<file path="config.mk">
export PLATFORM = sky130hd
export DESIGN_NAME = dram_sched
export DESIGN_NICKNAME = d
export VERILOG_FILES = /design/src/rtl/dram_sched.sv
export SDC_FILE = /design/constraint.sdc
export NUM_CORES = 1
export LEC_CHECK = 0
export ABC_AREA = 1
export CORE_MARGIN = 10
export CORE_UTILIZATION = 35
export DETAILED_ROUTE_END_ITERATION = 10
export SYNTH_ARGS = -nofsm -noshare
export SYNTH_HDL_FRONTEND = slang
export SYNTH_SLANG_ARGS = --single-unit
</file>
<file path="constraint.sdc">
create_clock -name FCLK -period 1.8 [get_ports FCLK]
set_input_delay 0.18 -clock FCLK [delete_from_list [all_inputs] [get_ports FCLK]]
set_output_delay 0.18 -clock FCLK [all_outputs]
set_load 0.03 [all_outputs]
</file>
<file path="src/rtl/dram_sched.sv">
// Purpose : DRAM sequencer behind the FSB; arbitrates CPU RAM cycles against CBR refresh and drives nRAS/nCAS/WE/OE/RASEL.
// Latency : RAMReady asserts 2 FCLK edges after the edge where a CPU request is first seen in IDLE (1 edge ROW, then COL).
// Backpress: a CPU request seen while busy simply waits (BACT held); refresh ticks queue in a 2-bit pending counter that saturates at REF_MAX.
//
// Ports:
//   FCLK, RES                      clock (rising edge), asynchronous active-high reset
//   BACT, RAMCS, nWE_FSB           FSB cycle qualifier, DRAM chip-select, write (low)
//   nLDS_FSB, nUDS_FSB             byte strobes, passed to nRAMLWE/nRAMUWE while in COL on writes
//   RefClk                         FCLK-synchronous refresh level; each rising edge is one request
//   RASEL, nRAS, nCAS, nOE         address mux select and DRAM strobes (registered)
//   nRAMLWE, nRAMUWE               byte write enables (registered write flag gated by live byte strobes)
//   RAMReady                       data valid / write done for the current FSB cycle
//   RefOvf                         sticky: a tick was dropped because the pending counter was full
//
// Build option: define DRAM_SCHED_REFDEFER_EN to let CPU requests win over refresh in IDLE
// unless the pending counter is saturated.
module dram_sched #(
    parameter int TRP     = 2,
    parameter int TRAS    = 3,
    parameter int REF_MAX = 3
) (
    input  logic FCLK,
    input  logic RES,
    input  logic BACT,
    input  logic RAMCS,
    input  logic nWE_FSB,
    input  logic nLDS_FSB,
    input  logic nUDS_FSB,
    input  logic RefClk,
    output logic RASEL,
    output logic nRAS,
    output logic nCAS,
    output logic nRAMLWE,
    output logic nRAMUWE,
    output logic nOE,
    output logic RAMReady,
    output logic RefOvf
);

    typedef enum logic [2:0] {
        S_IDLE,
        S_ROW,
        S_COL,
        S_REF_CAS,
        S_REF_RAS,
        S_PRE
    } state_t;

    localparam logic [1:0] REF_SAT  = 2'(REF_MAX);
    localparam logic [3:0] TRP_LAST  = 4'(TRP - 1);
    localparam logic [3:0] TRAS_LAST = 4'(TRAS - 1);

    state_t     r_state;
    logic [1:0] r_pending;
    logic [3:0] r_cnt;
    logic       r_refclk_q;
    logic       r_ovf;
    logic       r_rasel;
    logic       r_ras_n;
    logic       r_cas_n;
    logic       r_oe_n;
    logic       r_ready;
    logic       r_wr;

    logic w_tick;
    logic w_cpu_req;
    logic w_ref_go;
    logic w_cpu_go;

    assign w_tick    = RefClk & ~r_refclk_q;
    assign w_cpu_req = BACT & RAMCS;

`ifdef DRAM_SCHED_REFDEFER_EN
    // Refresh yields to the CPU until the backlog is full.
    assign w_ref_go = (r_state == S_IDLE) && (r_pending != 2'd0) &&
                      (!w_cpu_req || (r_pending == REF_SAT));
`else
    assign w_ref_go = (r_state == S_IDLE) && (r_pending != 2'd0);
`endif
    assign w_cpu_go = (r_state == S_IDLE) && w_cpu_req && !w_ref_go;

    // Strobe registers are loaded from the state being left, so each state's
    // pins appear for exactly its own duration one edge later; the COL exit is
    // the exception and releases all strobes on the edge BACT is seen low.
    always_ff @(posedge FCLK or posedge RES) begin
        if (RES) begin
            r_state    <= S_IDLE;
            r_pending  <= 2'd0;
            r_cnt      <= 4'd0;
            r_refclk_q <= 1'b0;
            r_ovf      <= 1'b0;
            r_rasel    <= 1'b1;
            r_ras_n    <= 1'b1;
            r_cas_n    <= 1'b1;
            r_oe_n     <= 1'b1;
            r_ready    <= 1'b0;
            r_wr       <= 1'b0;
        end else begin
            r_refclk_q <= RefClk;

            // A tick coinciding with REF_CAS entry cancels out, even when saturated.
            if (w_tick && !w_ref_go) begin
                if (r_pending == REF_SAT) r_ovf <= 1'b1;
                else                      r_pending <= r_pending + 2'd1;
            end else if (!w_tick && w_ref_go) begin
                r_pending <= r_pending - 2'd1;
            end

            r_rasel <= 1'b1;
            r_ras_n <= 1'b1;
            r_cas_n <= 1'b1;
            r_oe_n  <= 1'b1;
            r_ready <= 1'b0;
            r_wr    <= 1'b0;

            case (r_state)
                S_IDLE: begin
                    if (w_ref_go)      r_state <= S_REF_CAS;
                    else if (w_cpu_go) r_state <= S_ROW;
                end
                S_ROW: begin
                    r_ras_n <= 1'b0;
                    r_state <= S_COL;
                end
                S_COL: begin
                    if (BACT) begin
                        r_ras_n <= 1'b0;
                        r_cas_n <= 1'b0;
                        r_rasel <= 1'b0;
                        r_ready <= 1'b1;
                        r_oe_n  <= ~nWE_FSB;
                        r_wr    <= ~nWE_FSB;
                    end else begin
                        r_cnt   <= 4'd0;
                        r_state <= S_PRE;
                    end
                end
                S_REF_CAS: begin
                    r_cas_n <= 1'b0;
                    r_cnt   <= 4'd0;
                    r_state <= S_REF_RAS;
                end
                S_REF_RAS: begin
                    r_cas_n <= 1'b0;
                    r_ras_n <= 1'b0;
                    if (r_cnt == TRAS_LAST) begin
                        r_cnt   <= 4'd0;
                        r_state <= S_PRE;
                    end else begin
                        r_cnt <= r_cnt + 4'd1;
                    end
                end
                S_PRE: begin
                    if (r_cnt == TRP_LAST) r_state <= S_IDLE;
                    else                   r_cnt   <= r_cnt + 4'd1;
                end
                default: r_state <= S_IDLE;
            endcase
        end
    end

    assign RASEL    = r_rasel;
    assign nRAS     = r_ras_n;
    assign nCAS     = r_cas_n;
    assign nOE      = r_oe_n;
    assign RAMReady = r_ready;
    assign RefOvf   = r_ovf;
    // Byte enables track the live FSB strobes while a write is in COL.
    assign nRAMLWE  = ~r_wr | nLDS_FSB;
    assign nRAMUWE  = ~r_wr | nUDS_FSB;

endmodule

</file>
==> results of run 1 <==
[synthesized netlist by cell type (all sizes together)]
cell    number
nand2       28
o21ai        6
o211ai       2
a22oi        1
dfrtp       13
xnor2        1
nor3         1
nand3        6
nor2        14
inv         20
o21bai       1
ha           3
dfstp        4
nand4        1
[kinds of logic after synthesis]
group / count (synthesis)
AND/OR/NAND/NOR: 50
adder cells (fa/ha/maj): 3
buffers and inverters: 20
AO/OA/AOI/OAI: 10
XOR/XNOR: 1
flip-flops: 17
[worst max path at each step]
stage	cells after the start	startpoint	slack, ns	to
finish	1	RASEL$_DFF_PP1_	0.14	RASEL
CTS	1	RASEL$_DFF_PP1_	0.12	RASEL
detailed placement	4	nUDS_FSB	0.21	nRAMUWE
global route	1	nRAS$_DFF_PP1_	0.09	nRAS
floorplan	7	r_cnt[0]$_DFFE_PP0P_	0.66	r_cnt[0]$_DFFE_PP0P_
global placement	4	nLDS_FSB	0.24	nRAMLWE
[cell type report]
| type | count | area [sq um] |
|---|---|---|
| fill | 246 | 1200 |
| sequential | 17 | 430 |
| multi-input combinational | 64 | 362 |
| timing repair buffer | 15 | 150 |
| inverter | 20 | 75.1 |
| tap | 28 | 35.0 |
| clock buffer | 3 | 22.5 |
| clock inverter | 1 | 5.00 |
[metrics by stage]
stage / cell area (sq um) / utilization
floorplan: 867 / -
global placement: 1050 / 0.462
detailed placement: 1050 / 0.462
CTS: 1080 / 0.474
global route: 1080 / 0.474
finish: 1080 / 0.474
[power by group through the flow]
stage / sequential, mW / clock (mW) / combinational [mW]
after floorplan: 0.740 / 0 / 0.508
after global placement: 0.678 / 0 / 0.760
after detailed placement: 0.686 / 0 / 0.778
after CTS: 0.679 / 0.215 / 0.785
after global routing: 0.704 / 0.230 / 0.875
final: 0.677 / 0.208 / 0.764
[routing by layer]
layer / vias to the layer above / routed length (microns) / GRT usage
li1: 347 / - / -
met2: 15 / 723 / 0.112
met4: 0 / 19 / 0.0261
met3: 2 / 110 / 0.0399
met5: - / 0 / 0
met1: 289 / 778 / 0.0838
==> impl_metrics.csv, run 1 <==
group,metric,value,unit
status,status,"finished clean",
cells_and_area,final_cell_mix,"nand2_1 (26), inv_1 (16), clkdlybuf4s50_1 (15), dfrtp_1 (13), nor2_1 (11)",
worst_setup_path,worstPathArrival,1.48,ns
cells_and_area,num-nets-final,132,
clock_network,cts_buffers,3,
route,wl_per_cell,11.0,microns
power_and_ir_drop,swShare,0.445,
grt,grt_antenna_before_repair,0,
logic_synthesis,synth_adder_area_share,0.0433,
floorplan,pin_count,16,
timing,worstMarginPinSlew,0.625,ns
timing,setup_ws,0.138,ns
grt,grt_usage,0.0733,
timing,drv_slew,0,
clock_network,clk_transition_reported_paths,0.10,ns
route,dr.pass1.iters,4,
route,ant_nets,0,
clock_network,cts_tree,"yes",
place,pre_cts_ws,0.209,ns
clock_network,clock-root-buffer,"clkbuf_4",
cells_and_area,drive_gt1_frac,0.208,
worst_setup_path,worstPathRequired,1.62,ns
cells_and_area,final_common_cell,"nand2_1",
worst_setup_path,critPathBufInv,1,
place,portBuffers,15,
cells_and_area,largest_reg_flops,4,
power_and_ir_drop,pwr-share-clk,0.126,
clock_network,cts-resized-gates,0,
logic_synthesis,synth_top_family_by_area,"simple AND/OR/NAND/NOR gates",
logic_synthesis,synth_xor_area_frac,0.0101,
worst_setup_path,critPathCaptureType,"output pin",
power_and_ir_drop,total_power,1.65,mW
timing,finalHoldWorstSlack,0.251,ns
grt,grt.overflow.total,0,
clock_network,clock_latency,0.29,ns
power_and_ir_drop,cellPowerDensity,1530,nW/um^2
worst_setup_path,path_cells,"clkdlybuf4s50_1",
logic_synthesis,synthCells,101,
logic_synthesis,synth.distinct_cells,21,
grt,grt_pass1_wl,2890,microns
logic_synthesis,syn_avg_cell_area,8.58,sq um
logic_synthesis,ys_seq_area_frac,0.496,
timing,fin_crit_sh,0.923,
worst_setup_path,reg2reg_depth,7,
clock_network,clk_path_buf_depth,2,
worst_setup_path,critical-path-top-delay-family,"buffers and inverters",
hold_path,hold_class,"in2async",
floorplan,rows,17,
logic_synthesis,synth_simple_gate_area_frac,0.273,
timing,final_hold_viol_count,0,
timing,setup_viol,0,
power_and_ir_drop,pwr-share-comb,0.463,
route,drcViolationCount,0,
place,dpl.cell_count,144,
worst_setup_path,worst_path_max_delay_cell,"clkdlybuf4s50_1",
power_and_ir_drop,internal_power,917,uW
timing,fmax,0.602,GHz
power_and_ir_drop,switchingPower,734,uW
logic_synthesis,synth.ff_latch_count,17,
floorplan,die_y,69.8,microns
route,wl,1630,microns
route,viasPerCell,4.41,
timing,max_slew_margin,0.583,
cells_and_area,antenna_cells,0,
logic_synthesis,synth_nets,112,
grt,grt_pass1_vias,625,
floorplan,fp.coreArea,2280,sq um
floorplan,die_w,69.8,microns
cells_and_area,finalNonFillerCells,148,
flow_run,cap_violations,0,
clock_network,postCtsSetupBuffers,0,
clock_network,holdBufCountCts,0,
timing,finalCriticalPeriod,1.66,ns
clock_network,htreeDepth,1,
route,num_vias,653,
logic_synthesis,synthMuxAreaShare,0,
timing,fin_skew,0.00295,ns
floorplan,initial_core_util,0.381,
timing,rsz0062_at_grt,"false",
place,place_congestion,0.835,
route,drtIter0Drc,9,
power_and_ir_drop,seq_power_share,0.411,
place,place_hpwl,1290,microns
worst_setup_path,crit_type,"reg2out",
floorplan,die_area,4870,sq um
worst_setup_path,start_kind,"flop",
power_and_ir_drop,power_leakage,0.536,nW
logic_synthesis,yosysTopAreaCell,"dfrtp_1",
logic_synthesis,ys_top_cells_by_area,"dfrtp_1 (38%), dfstp_2 (12%), nand2_1 (11%), inv_1 (6.9%), o21ai_2 (5.1%)",
worst_setup_path,r2r_end,"r_cnt[0]$_DFFE_PP0P_",
cells_and_area,area_growth_syn_to_layout,24.5,%
cells_and_area,top_regs,"r_cnt x4, r_state x3, r_pending x2",
worst_setup_path,worstReg2RegStart,"r_cnt[0]$_DFFE_PP0P_",
grt,grt_max_degree,18,
cells_and_area,top_register,"r_cnt",
logic_synthesis,synth.top_cell.area_share,0.375,
worst_setup_path,ff2ff_setup_slack,0.53,ns
worst_setup_path,critPathMaxFanout,1,
worst_setup_path,cpPeakStageDelay,0.66,ns
logic_synthesis,synth_warnings,0,
clock_network,cts_sinks,17,
logic_synthesis,syn-cell-area,867,sq um
timing,setup_tns,0,ns
power_and_ir_drop,vdd_drop_max,1.06,mV
logic_synthesis,synth_compound_area_frac,0.0909,
Power figures use the tool's default switching activity.
==> run 2: changes to the inputs <==
--- a/config.mk
+++ b/config.mk
@@ -9,6 +9,7 @@
 export CORE_MARGIN = 10
 export CORE_UTILIZATION = 35
 export DETAILED_ROUTE_END_ITERATION = 10
+export SLEW_MARGIN = 20
 export SYNTH_ARGS = -nofsm -noshare
 export SYNTH_HDL_FRONTEND = slang
 export SYNTH_SLANG_ARGS = --single-unit
==> results of run 2 <==
No change in the layout: final DEF, timing and power equal those of run 1.
==> patch 1, RTL diff (config.mk and constraints of run 1) <==
Add a define of `DRAM_SCHED_REFDEFER_EN`.
--- a/src/rtl/dram_sched.sv
+++ b/src/rtl/dram_sched.sv
@@ -15,4 +15,6 @@
 // Build option: define DRAM_SCHED_REFDEFER_EN to let CPU requests win over refresh in IDLE
 // unless the pending counter is saturated.
+`define DRAM_SCHED_REFDEFER_EN
+
 module dram_sched #(
     parameter int TRP     = 2,
Function: changed (Yosys sat finds a counterexample within 4 cycles, from zero or initial values).
==> patch 1 against run 1 <==
- design area increased by 6.1%
- synthesized cell count increased by 13%
- sequential share of layout area decreased by 2.3 points
- wire length increased by 5.3%
- register-to-register slack got worse by 0.03 ns
- total power increased by 6.1%
- sequential cell count unchanged
- setup slack improved by 0.016 ns
- area after synthesis increased by 10%
- largest power group unchanged
- highest routed layer unchanged
==> patch 1: results <==
group,metric,value,unit
global_route,grt_usage,0.0727,
layout,inv_count,17,
placement,dpl.hpwl,1400,um
timing,clock_skew,0.00185,ns
synthesis,post_synth_num_cell_types,26,
layout,instances_no_fill,161,
global_route,grt_pass1_vias,746,
layout,nClkBuffers,4,
layout,fin_area,0.00115,sq mm
power,p_leak,0.000558,uW
timing,worstMarginPinSlew,0.639,ns
placement,gp_congestion,0.758,
layout,fin_nets,143,
placement,pre_cts_slack,0.215,ns
layout,seq_share,0.376,
synthesis,yosys-top-cells-count,"30 x nand2_1, 13 x dfrtp_1, 12 x inv_1",
drt,vias_per_cell,4.66,
global_route,met1_usage,0.0848,
drt,wl_met1,757,um
synthesis,synth_nets,125,
synthesis,synthTopCellsByArea,"dfrtp_1 34%, nand2_1 12%, dfstp_2 11%, inv_1 4.7%, ha_1 3.9%",
global_route,grt_first_pass_wirelength,3140,um
synthesis,yosysSeqAreaShare,0.451,
synthesis,syn_area_per_cell,8.37,sq um
outcome,status,"completed",
global_route,use_met2,0.109,
layout,drive_gt1_frac,0.183,
drt,routed-wl-met3,185,um
drt,dr_wl_met2,747,um
drt,routedWlPerCell,10.7,um
layout,multi_input_gates,78,
layout,largest_class,"multi-input combinational cells",
drt,drtIter0Drc,18,
-- patch 1: cells by family (layout without fill, tap and decap cells) --
group / Yosys count / count (layout) / synth area share
AO/OA/AOI/OAI: 13 / 13 / 0.0760
XOR/XNOR: 3 / 3 / 0.0354
adder cells (fa/ha/maj): 3 / 3 / 0.0393
buffers and inverters: 19 / 36 / 0.0930
flip-flops: 17 / 17 / 0.451
AND/OR/NAND/NOR: 59 / 59 / 0.305
-- patch 1: path summary, 6_finish.rpt --
kind	to	slack, ns	cells past startpoint
min reg2reg	RefOvf	0.49	1
max reg2reg	r_cnt[1]	0.50	7
min in group FCLK	r_refclk_q	0.36	1
max in group asynchronous	RefOvf	1.11	2
min	r_cnt[2]	0.28	2
max	RASEL	0.15	1
-- patch 1: power by group --
group / switching (uW) / total, uW / internal [uW]
logic: 560 / 899 / 339
clock network: 106 / 192 / 86.0
registers: 129 / 659 / 530
total: 795 / 1750 / 955
==> patch 2, RTL diff (settings of run 1) <==
Without the edit above. Re-encode `state_t` (6 states) as Gray code, 3 bits wide.
--- a/src/rtl/dram_sched.sv
+++ b/src/rtl/dram_sched.sv
@@ -39,10 +39,10 @@
 
     typedef enum logic [2:0] {
-        S_IDLE,
-        S_ROW,
-        S_COL,
-        S_REF_CAS,
-        S_REF_RAS,
-        S_PRE
+        S_IDLE    = 3'b000,
+        S_ROW     = 3'b001,
+        S_COL     = 3'b011,
+        S_REF_CAS = 3'b010,
+        S_REF_RAS = 3'b110,
+        S_PRE     = 3'b111
     } state_t;
 
Function: no difference found for any inputs over 10 cycles, from zero or initial values; not proved beyond that.
==> patch 2 against run 1 <==
- sequential power decreased by 0.9%
- non-clock buffer count unchanged
- wire length increased by 6.8%
- design area increased by 2.4%
- count of clock-buffer cells in the layout increased by 1
- setup slack improved by 0.0054 ns
- fmax increased by 0.33%
- sequential cell count unchanged
- area after synthesis increased by 3.8%
- total power increased by 2.6%
- sequential share of layout area decreased by 0.95 points
==> patch 2: results <==
group,metric,value,unit
worst_setup_path,ff2ff_path_depth,7,
worst_setup_path,crit_family,"buffers and inverters",
synthesis,synthTopCellsByArea,"dfrtp_1 36%, nand2_1 14%, dfstp_2 12%, inv_1 7.1%, nand3_1 6.1%",
worst_setup_path,rr_startpoint,"r_cnt[0]",
synthesis,post_synth_num_cell_types,20,
global_route,grt_max_degree,18,
clocking,htree_num_levels,1,
worst_setup_path,r2r_slack,0.49,ns
worst_setup_path,r2r-end,"r_cnt[0]",
synthesis,synth_nets,127,
clocking,cts_buffer_depth,2,
layout,drive_gt1_frac,0.104,
synthesis,yosysWarnings,0,
timing,slew_headroom,0.576,
worst_setup_path,critPathMaxFanout,1,
clocking,clk_latency,0.28,ns
placement,dpl.hpwl,1330,um
worst_setup_path,critPathLaunch,"nRAS",
clocking,cts_resized,0,
global_route,grt_pass1_vias,733,
worst_setup_path,cp_slowest_cell,"clkdlybuf4s50_1",
drt,vias_per_cell,4.63,
placement,gp_congestion,0.811,
drt,drtIter0Drc,29,
clocking,cts-root-buf,"clkbuf_4",
global_route,grt_antenna_before_repair,0,
worst_hold_path,hold_class,"input port to asynchronous set/reset pin",
power,vdd.ir_drop.worst,0.000932,V
placement,numPortBuffers,15,
layout,reg_top3,"r_cnt x4, r_state x3, r_pending x2",
synthesis,async_flop_share,1.00,
layout,n_antenna_cell,0,
clocking,clkTransAtPathRegs,0.10,ns
worst_setup_path,arrival,1.48,ns
layout,largest_reg_flops,4,
drt,finalWirelength,1740,um
drt,drtPass1Iterations,4,
clocking,post-cts-setup-buffers,0,
global_route,grt_first_pass_wirelength,3130,um
worst_setup_path,endpoint,"nRAS",
global_route,grt_usage,0.0726,
power,p_leak,0.000571,uW
timing,clock_skew,0.00428,ns
synthesis,ys.flop_type,"dfrtp_1",
layout,fin_nets,146,
outcome,status,"completed",
synthesis,yosys-top-cells-count,"33 x nand2_1, 17 x inv_1, 13 x dfrtp_1",
clocking,numCtsBuffers,3,
synthesis,yosysSeqAreaShare,0.478,
worst_setup_path,cpPeakStageDelay,0.66,ns
==> patch 2: changes by cell type after synthesis, moves of 2 or more <==
cell      delta
o211ai_1     -2
o21ai_2      -5
nand3_1      +7
o21ai_0      +3
nand3b_1     +2
a21oi_1      +5
nand2_1      +7
nand3_2      -2
==> patch 2: metal layers <==
layer / vias to the layer above / track usage / part of all wire
met4: 0 / 0.0258 / 0.0075
met2: 24 / 0.114 / 0.42
met3: 2 / 0.0321 / 0.10
li1: 395 / - / -
met5: - / 0 / 0
met1: 339 / 0.0857 / 0.47
==> patch 2: worst min path at each step <==
stage,start,endpoint,depth (start not counted)
after floorplan,RES,RAMReady,1
after global placement,RefOvf,RefOvf,1
after detailed placement,RefOvf,RefOvf,1
after CTS,RES,r_state[1],2
after global routing,RES,r_state[1],2
final,RES,r_state[1],2
==> patch 2: cell type report <==
class,instances,area (sq um)
Tap cell,30,37.5
Sequential cell,17,430
Clock buffer,4,26.3
Timing Repair Buffer,15,150
Inverter,20,75.1
Fill cell,264,1350
Multi-Input combinational cell,78,387
==> patch 2: logic make-up (layout without fill, tap and decap cells) <==
| family | Yosys count | after routing | synth area share |
|---|---|---|---|
| AND/OR/NAND/NOR | 62 | 62 | 0.306 |
| buffers and inverters | 21 | 39 | 0.0918 |
| flip-flops | 17 | 17 | 0.478 |
| AO/OA/AOI/OAI | 12 | 12 | 0.0723 |
| adder cells (fa/ha/maj) | 3 | 3 | 0.0417 |
| XOR/XNOR | 1 | 1 | 0.00974 |
==> patch 2: report_power, final <==
part | leakage, uW | switching [uW] | total (uW) | internal [uW]
clock | 0.0000150 | 116 | 202 | 86.0
sequential | 0.000203 | 136 | 671 | 534
combinational | 0.000353 | 506 | 820 | 314
total | 0.000571 | 759 | 1690 | 935
==> patch 2: through the flow <==
step | hold WS (ns) | cells | worst slack, ns | total power (uW)
2_1_floorplan | 0.103 | 116 | 0.672 | 1280
3_3_place_gp | 0.468 | 160 | 0.244 | 1490
3_5_place_dp | 0.465 | 160 | 0.225 | 1500
4_1_cts | 0.290 | 164 | 0.124 | 1720
5_1_grt | 0.335 | 164 | 0.0990 | 1870
6_report | 0.271 | 164 | 0.144 | 1690
